--- src/rtl/bidir_port_pkg.sv ---
// Shared constants for the bidirectional port controller: register offsets,
// turnaround FSM encoding and the turnaround counter width.
package bidir_port_pkg;

   localparam logic [7:0] OFS_DATA_OUT = 8'd0;
   localparam logic [7:0] OFS_DIR      = 8'd1;
   localparam logic [7:0] OFS_DATA_IN  = 8'd2;
   localparam logic [7:0] OFS_EDGE     = 8'd3;
   localparam logic [7:0] OFS_INT_MASK = 8'd4;

   // Wide enough for TURN_CYCLES up to 15.
   localparam int CNT_W = 4;

   typedef enum logic {
      ST_IDLE = 1'b0,
      ST_TURN = 1'b1
   } state_t;

endpackage

--- src/rtl/bidir_sync.sv ---
// WIDTH-bit, SYNC_STAGES-deep synchroniser for the asynchronous pad readback.
// Exposes the last two stages so the parent can detect edges.
module bidir_sync #(
   parameter int WIDTH       = 8,
   parameter int SYNC_STAGES = 2
) (
   input  logic             clk,
   input  logic             reset_n,
   input  logic [WIDTH-1:0] d,
   output logic [WIDTH-1:0] q_last,
   output logic [WIDTH-1:0] q_prev
);

   logic [WIDTH-1:0] stg [SYNC_STAGES];

   // NOTE: every stage is reset so no X can reach the edge compare after reset.
   always_ff @(posedge clk or negedge reset_n) begin
      if (!reset_n) begin
         for (int i = 0; i < SYNC_STAGES; i++) stg[i] <= '0;
      end else begin
         // NOTE: non-blocking assignments make this a true shift chain, not a wire.
         stg[0] <= d;
         for (int i = 1; i < SYNC_STAGES; i++) stg[i] <= stg[i-1];
      end
   end

   assign q_last = stg[SYNC_STAGES-1];
   assign q_prev = stg[SYNC_STAGES-2];

endmodule

--- src/rtl/bidir_port_ctrl.sv ---
// PicoBlaze-facing bidirectional port controller with bus-turnaround delay.
// Define BIDIR_PORT_INT_EN to add the INT_MASK register and interrupt output.
module bidir_port_ctrl
   import bidir_port_pkg::*;
#(
   parameter int          WIDTH       = 8,
   parameter logic [7:0]  BASE_ADDR   = 8'h40,
   parameter int          TURN_CYCLES = 2,
   parameter int          SYNC_STAGES = 2
) (
   input  logic             clk,
   input  logic             reset_n,
   input  logic [7:0]       port_id,
   input  logic             write_strobe,
   input  logic             read_strobe,
   input  logic [7:0]       out_port,
   output logic [7:0]       in_port,
   output logic [WIDTH-1:0] pad_o,
   output logic [WIDTH-1:0] pad_t,
   input  logic [WIDTH-1:0] pad_i
`ifdef BIDIR_PORT_INT_EN
   ,
   output logic             interrupt
`endif
);

   localparam logic [CNT_W-1:0] TURN_LOAD = CNT_W'(TURN_CYCLES);
   localparam logic [2:0]       WARM_LEN  = 3'(SYNC_STAGES + 1);

   logic [7:0]       ofs;
   logic             wr_data_out, wr_dir, wr_edge;
   logic [WIDTH-1:0] data_out, dir, pending, edge_flags;
   logic [WIDTH-1:0] dir_nxt, new_drive, edge_set, edge_clr;
   logic [WIDTH-1:0] sync_last, sync_prev;
   logic [CNT_W-1:0] turn_cnt;
   logic [2:0]       warm_cnt;
   logic             warm_done;
   logic [7:0]       rd_data;
   state_t           state;
   logic             unused_ok;

   assign unused_ok = &{1'b0, read_strobe, out_port};

   // Offset wraps modulo 256, so only BASE_ADDR..BASE_ADDR+4 hit a register.
   assign ofs         = port_id - BASE_ADDR;
   assign wr_data_out = write_strobe && (ofs == OFS_DATA_OUT);
   assign wr_dir      = write_strobe && (ofs == OFS_DIR);
   assign wr_edge     = write_strobe && (ofs == OFS_EDGE);

   assign dir_nxt   = wr_dir ? out_port[WIDTH-1:0] : dir;
   assign new_drive = dir_nxt & ~dir;

   bidir_sync #(.WIDTH(WIDTH), .SYNC_STAGES(SYNC_STAGES)) u_sync (
      .clk     (clk),
      .reset_n (reset_n),
      .d       (pad_i),
      .q_last  (sync_last),
      .q_prev  (sync_prev)
   );

   assign warm_done = (warm_cnt == WARM_LEN);
   assign edge_set  = warm_done ? ((sync_prev ^ sync_last) & ~dir) : '0;
   assign edge_clr  = wr_edge ? out_port[WIDTH-1:0] : '0;
   assign pad_o     = data_out;

   always_ff @(posedge clk or negedge reset_n) begin
      if (!reset_n) begin
         data_out <= '0;
         dir      <= '0;
         pending  <= '0;
         pad_t    <= '1;
         turn_cnt <= '0;
         state    <= ST_IDLE;
      end else begin
         if (wr_data_out) data_out <= out_port[WIDTH-1:0];
         dir <= dir_nxt;
         // Releases take effect now; a drive needs the old dir and a cleared pending bit.
         pad_t <= ~(dir_nxt & dir & ~pending);
         case (state)
            ST_IDLE: begin
               if (wr_dir && |new_drive) begin
                  pending  <= new_drive;
                  turn_cnt <= TURN_LOAD;
                  state    <= ST_TURN;
               end
            end
            ST_TURN: begin
               if (wr_dir) begin
                  pending  <= (pending | new_drive) & dir_nxt;
                  turn_cnt <= TURN_LOAD;
               end else if (turn_cnt == CNT_W'(1)) begin
                  pending  <= '0;
                  turn_cnt <= '0;
                  state    <= ST_IDLE;
               end else begin
                  turn_cnt <= turn_cnt - CNT_W'(1);
               end
            end
            default: state <= ST_IDLE;
         endcase
      end
   end

   // Set wins over a simultaneous write-one-to-clear.
   always_ff @(posedge clk or negedge reset_n) begin
      if (!reset_n) begin
         edge_flags <= '0;
         warm_cnt   <= '0;
      end else begin
         if (!warm_done) warm_cnt <= warm_cnt + 3'd1;
         edge_flags <= (edge_flags & ~edge_clr) | edge_set;
      end
   end

`ifdef BIDIR_PORT_INT_EN
   logic [WIDTH-1:0] int_mask;
   logic             wr_mask;

   assign wr_mask = write_strobe && (ofs == OFS_INT_MASK);

   always_ff @(posedge clk or negedge reset_n) begin
      if (!reset_n) begin
         int_mask  <= '0;
         interrupt <= 1'b0;
      end else begin
         if (wr_mask) int_mask <= out_port[WIDTH-1:0];
         interrupt <= |(edge_flags & int_mask);
      end
   end
`endif

   always_comb begin
      // NOTE: default first so every path assigns rd_data and no latch is inferred.
      rd_data = '0;
      case (ofs)
         OFS_DATA_OUT: rd_data[WIDTH-1:0] = data_out;
         OFS_DIR:      rd_data[WIDTH-1:0] = dir;
         OFS_DATA_IN:  rd_data[WIDTH-1:0] = sync_last;
         OFS_EDGE:     rd_data[WIDTH-1:0] = edge_flags;
`ifdef BIDIR_PORT_INT_EN
         OFS_INT_MASK: rd_data[WIDTH-1:0] = int_mask;
`endif
         default:      rd_data = '0;
      endcase
   end

   assign in_port = rd_data;

endmodule

--- config.mk ---
export PLATFORM = sky130hd
export DESIGN_NAME = bidir_port_ctrl
export DESIGN_NICKNAME = d
export VERILOG_FILES = /design/src/rtl/bidir_port_pkg.sv /design/src/rtl/bidir_sync.sv /design/src/rtl/bidir_port_ctrl.sv
export SDC_FILE = /design/constraint.sdc
export NUM_CORES = 1
export LEC_CHECK = 0
export ABC_AREA = 0
export CORE_ASPECT_RATIO = 2
export CORE_MARGIN = 2
export CORE_UTILIZATION = 35
export CTS_BUF_LIST = sky130_fd_sc_hd__clkbuf_4 sky130_fd_sc_hd__clkbuf_8
export DETAILED_ROUTE_END_ITERATION = 12
export SLEW_MARGIN = 40
export SYNTH_ARGS = -nofsm -noshare
export SYNTH_HDL_FRONTEND = slang
export SYNTH_SLANG_ARGS = --single-unit
--- constraint.sdc ---
create_clock -name clk -period 1.45 [get_ports clk]
set_input_delay 0.145 -clock clk [delete_from_list [all_inputs] [get_ports clk]]
set_output_delay 0.145 -clock clk [all_outputs]
set_load 0.05 [all_outputs]
Yosys cells after proc, flatten, opt, wreduce, memory -nomap -nowiden
Index checks and enable logic that the tools add are counted.
{"block": "word_totals", "regBits": 64, "wordCells": 57}
{"block": "classes", "n_eq_ne": 7, "reduce_logical": 7, "add_sub_neg": 3, "muxes": 16, "bitwise_logic": 14}
{"op": "8-bit bitwise AND", "n": 6}
{"op": "8-bit two-way mux", "n": 6}
{"op": "8-bit NOT", "n": 4}
{"op": "8-bit one-hot mux with 4 select lines", "n": 1}
{"op": "8-bit by 2-bit == test with 1-bit output, second input constant", "n": 2}
{"op": "8-bit OR", "n": 2}
{"op": "8-bit one-hot mux with 2 select lines", "n": 1}
{"op": "4-bit two-way mux", "n": 3}
{"op": "8-bit by 1-bit == test with 1-bit output, second input constant", "n": 1}
{"op": "8-bit zero test", "n": 1}
{"op": "4-bit one-hot mux with 2 select lines", "n": 1}
{"op": "8-bit OR reduction", "n": 1}
{"op": "8-bit by 7-bit subtractor with 8-bit output, second input constant", "n": 1}
{"op": "8-bit XOR", "n": 1}
{"op": "4-bit by 1-bit == test with 1-bit output, second input constant", "n": 1}
{"op": "1-bit logical AND", "n": 4}
{"op": "4-bit by 1-bit subtractor with 4-bit output, second input constant", "n": 1}
{"op": "3-bit by 1-bit adder with 3-bit output, second input constant", "n": 1}
{"op": "3-bit by 2-bit == test with 1-bit output, second input constant", "n": 1}
{"op": "1-bit two-way mux", "n": 3}
{"op": "3-bit by 2-bit inequality test with 1-bit output, second input constant", "n": 1}
{"op": "2-bit inequality test, second input constant", "n": 1}
{"op": "1-bit one-hot mux with 2 select lines", "n": 1}
{"op": "2-bit AND reduction", "n": 1}
{"op": "1-bit NOT", "n": 1}

Logic depth before layout (Yosys ltp)
{"block": "logic_depth", "ltp_word": 9, "depth_mapped": 7, "depth_no_buf": 7}

Modules after synthesis
From an unflattened synthesis, not the netlist that was laid out.
{"block": "unflattened", "cells_unflattened": 246, "area_unflattened_um2": 2916.5}
{"module": "bidir_port_ctrl", "instances": 1, "cells_per_inst": 230, "area_per_inst_um2": 2516.2}
{"module": "bidir_sync", "instances": 1, "cells_per_inst": 16, "area_per_inst_um2": 400.4}

Worst setup path before layout
Ideal clock, no wire load.
{"block": "synth_timing", "path_type": "register -> output", "from": "reg data_out[0], in the netlist pad_o[0]", "to": "out in_port[0]", "stages_incl_launch_ff": 3, "slack_ps": -99, "required_time_ps": 1305, "path_buffers": 0, "arrival_ps": 1404, "path_cell_list": "dfrtp_1 mux4_2 and3_1"}
{"block": "synth_between", "elab_chain_len": 1}
{"item": "start: declaration", "line": "bidir_port_ctrl.sv:32", "rtl": "logic [WIDTH-1:0] data_out, dir, pending, edge_flags;"}
{"item": "start signal: assignment", "line": "bidir_port_ctrl.sv:75", "rtl": "if (wr_data_out) data_out <= out_port[WIDTH-1:0];"}
{"item": "8-bit one-hot mux with 4 select lines", "line": "bidir_port_ctrl.sv:135", "rtl": "case (ofs)"}
{"item": "end: declaration", "line": "bidir_port_ctrl.sv:17", "rtl": "output logic [7:0] in_port,"}
No other way between the ends.

Final worst setup path
{"block": "layout_timing", "from": "reg dir[2]", "to": "out in_port[2]"}
{"block": "layout_between", "elab_chain_len": 1}
{"item": "start: declaration", "line": "bidir_port_ctrl.sv:32"}
{"item": "start signal: assignment", "line": "bidir_port_ctrl.sv:76", "rtl": "dir <= dir_nxt;"}
{"item": "8-bit one-hot mux with 4 select lines", "line": "bidir_port_ctrl.sv:135"}
No other way between the ends.

==> impl_results.md <==
- Mapped Area: 2890 um2
- Final Setup Violations: 21
- GPL Wtd Cong: 0.802
- Routed WL: 8.00 mm
- Die area: approximately 9100 um2
- CTS Buffer Depth: 2
- Prevailing post-synth register cell: dfrtp_1
- Antenna-violating nets left: 0
- RSZ-0062 raised after global routing: yes
- Row Count: 47
- Placed Area: roughly 4000 um2
- Clk_lat worst skew: 360 ps
- Flops & latches, synth: 64
- Overflow after GRT: 0
- Worst-margin pin slew: just under 400 ps
- GRT Overall Usage: 20.0%
- I/O pin cnt: 52
- Failing checks: negative setup slack
- Syn Nets: 278
- R2R cell count: 8
- Detailed Place HPWL: 5.42 mm
- Final Hold Viols: 0
- Peak Freq: between 0.5 and 0.6 GHz
- Routed WL per cell: around 17 um
- TNS Setup: -3770 ps
- Outcome: complete, but fails checks
- Fin cells: 484
- Finished Cell Area: approximately 4700 um2
- DRC Markers: 0
- Vias: 2,425
- Number of fillers in the final layout: a little under 700
- 1st-iter DRT viols: 169
- Core ar.: a little over 8000 um2
- Total of warnings raised by yosys: 0
- Crit path arrival time: 1640 ps
- Fin crit period: 1790 ps
- Die width: ~70 um
- Proportion of layout cells with a drive suffix above 1: around 50%
- Hold depth: 1
- Post-synth top cells: dfrtp_1 (56), nand2_1 (44), nor2_1 (14), inv_1 (12)
- Worst setup margin: -335 ps
- Worst Setup End Kind: primary output
- Initial core utilization: 35.4%
- Peak VDD IR: 0.801 mV
- CTS tree: yes
- Clk_skew: 10.2 ps
- Max-Cap Viols: 0
- CP required: between 1000 and 1500 ps
- DR pass1 iterations: 4
- Htree depth: 3
- Critical-path cell list: buf_6 > mux4_2 > and3_4 > buf_8
- Largest net degree at the start of global routing: ~50
- CP Launch Type: register
- Crit share post-route: 123%
- Post-synth EDFFs: 0
- Post-synth cell types: 40
- Crit-path max FO: 2
- Final nets: 413
- Hold WC Path Type: input port to register
- Hold Path End: u_sync.q_prev[7]
- Worst r2r dst: pending[3]
- First-pass GRT wire length: 13.1 mm
- Sink Count: 64
- Reg-to-reg setup timing slack: -190 ps
- Max stage delay on crit path: ~440 ps
- Root Buffer: clkbuf_8
- Inst Count DP: ~440
- CTS clock-pin slew for the worst setup and hold paths: 70 ps
- Hold_sp: pad_i[7]
- Ant. Diodes: 0
- Setup CP Type: register to primary output
- Vert. Die Dim: 133 um
- Synth top area share: 48.4%
- Vias/cell: between 5 and 6
- CTS Buf Count: 9
- Crit. Startpoint: dir[2]
- Area Growth Syn to Fin: 62.2%
- Power Density: 1020 nW/um2
- Post-Place Setup Slack: -541 ps
- Worst path slowest cell: mux4_2
- Cell taking the most area after synthesis: dfrtp_1
- Antenna violations before repair: 0
- Final Util: about 57%
- IO buf count: 50
- Leakage: 0.00220 uW
- Most frequent cell after synthesis: dfrtp_1
- Syn Inst Count: about 250
- Slew margin rel.: about three quarters
- Max-slew violation count: 0
- R2R Path Start: dir[6]
- Top post-synthesis cells by area: dfrtp_1 (48%), dfstp_2 (7.3%), mux4_2 (6.2%), nand2_1 (5.7%), mux2_2 (3.5%)
- Register area share after synthesis: 55.7%
- Vias in the first global route: 2,604
- Ys async rst share: 100%
- Syn Area/Cell: 11.8 um2
## where the power goes
| part | total (uW) | internal (uW) | switching, uW |
|---|---|---|---|
| sequential | 2120 | 2000 | 116 |
| combinational | 1090 | 617 | 477 |
| clock | 1560 | 870 | 693 |
| total | 4770 | 3490 | 1290 |
## repair_timing
action                                  in CTS  in global routing
buffers inserted                            14                 10
endpoints found under the setup margin      45                 44
gates resized for setup                     56                 17
pin swaps                                   16                  4
cloned                                       1                  0
hold buffers                                 1                  0
hold endpoints to repair                    12                  0
## how the worst max path moves through the flow
stage | slack [ps] | cells after the start | end
6_report | -340 | 4 | in_port[2]
5_1_grt | -380 | 4 | in_port[2]
4_1_cts | -340 | 4 | in_port[2]
3_5_place_dp | -540 | 8 | edge_flags[2]
3_3_place_gp | -530 | 8 | edge_flags[2]
2_1_floorplan | 20 | 2 | in_port[0]
## critical path: cells and delay by family, from the launching register on
family                 cells  cell delay [ps]
multiplexers               1              440
flip-flops                 1              400
buffers and inverters      2              260
AND/OR/NAND/NOR            1              180
## stage by stage
step,total power [uW],hold slack [ps]
5_1_grt,5000,227
3_5_place_dp,3110,96.7
3_3_place_gp,3080,99.2
6_report,4770,218
2_1_floorplan,2590,-151
4_1_cts,4770,208
## kinds of logic after synthesis
| family | after synthesis | share of synthesized area [%] |
|---|---|---|
| and+or+nand+nor | 96 | 17.3 |
| DFF | 64 | 55.7 |
| AOI/OAI and AO/OA | 35 | 9.78 |
| buffers and inverters | 21 | 3.07 |
| muxes | 17 | 9.73 |
| xor gates and xnor gates | 9 | 2.73 |
| adders and majority gates | 4 | 1.73 |
## layer usage
| metal | share of wire (%) | track usage, % |
|---|---|---|
| met1 | 36 | 23.1 |
| met2 | 58 | 32.9 |
| met3 | 3.1 | 3.91 |
| met4 | 2.9 | 11.9 |
| met5 | 0 | 0 |
## sequential cells by signal, indices dropped and copies added (netlist names)
register and flops:
dir 8, edge_flags 8, pad_o 8, pad_t 8
pending 8, u_sync.q_last 8, u_sync.q_prev 8, turn_cnt 4
warm_cnt 3, state 1
## cell type report
| cell class | instances | area, um2 | share of cell area, % |
|---|---|---|---|
| clock buffer | 12 | 153 | 3.25 |
| clock inverter | 4 | 45.0 | 0.960 |
| inverter | 12 | 47.5 | 1.01 |
| multi-input combinational | 161 | 1360 | 28.9 |
| sequential | 64 | 1620 | 34.6 |
| tap | 98 | 123 | 2.61 |
| timing repair buffer | 133 | 1350 | 28.7 |
## layout by cell type (no fill, tap or decap), types with 9 or more instances in the layout
master / n
buf_12: 14
nor2_1: 14
buf_6: 11
inv_1: 10
mux2_2: 9
clkdlybuf4s50_1: 18
o21ai_0: 9
nand2_1: 44
clkbuf_8: 10
or3_1: 9
dfrtp_1: 48
buf_4: 72
Note: power is estimated with default switching activity, not from simulation.
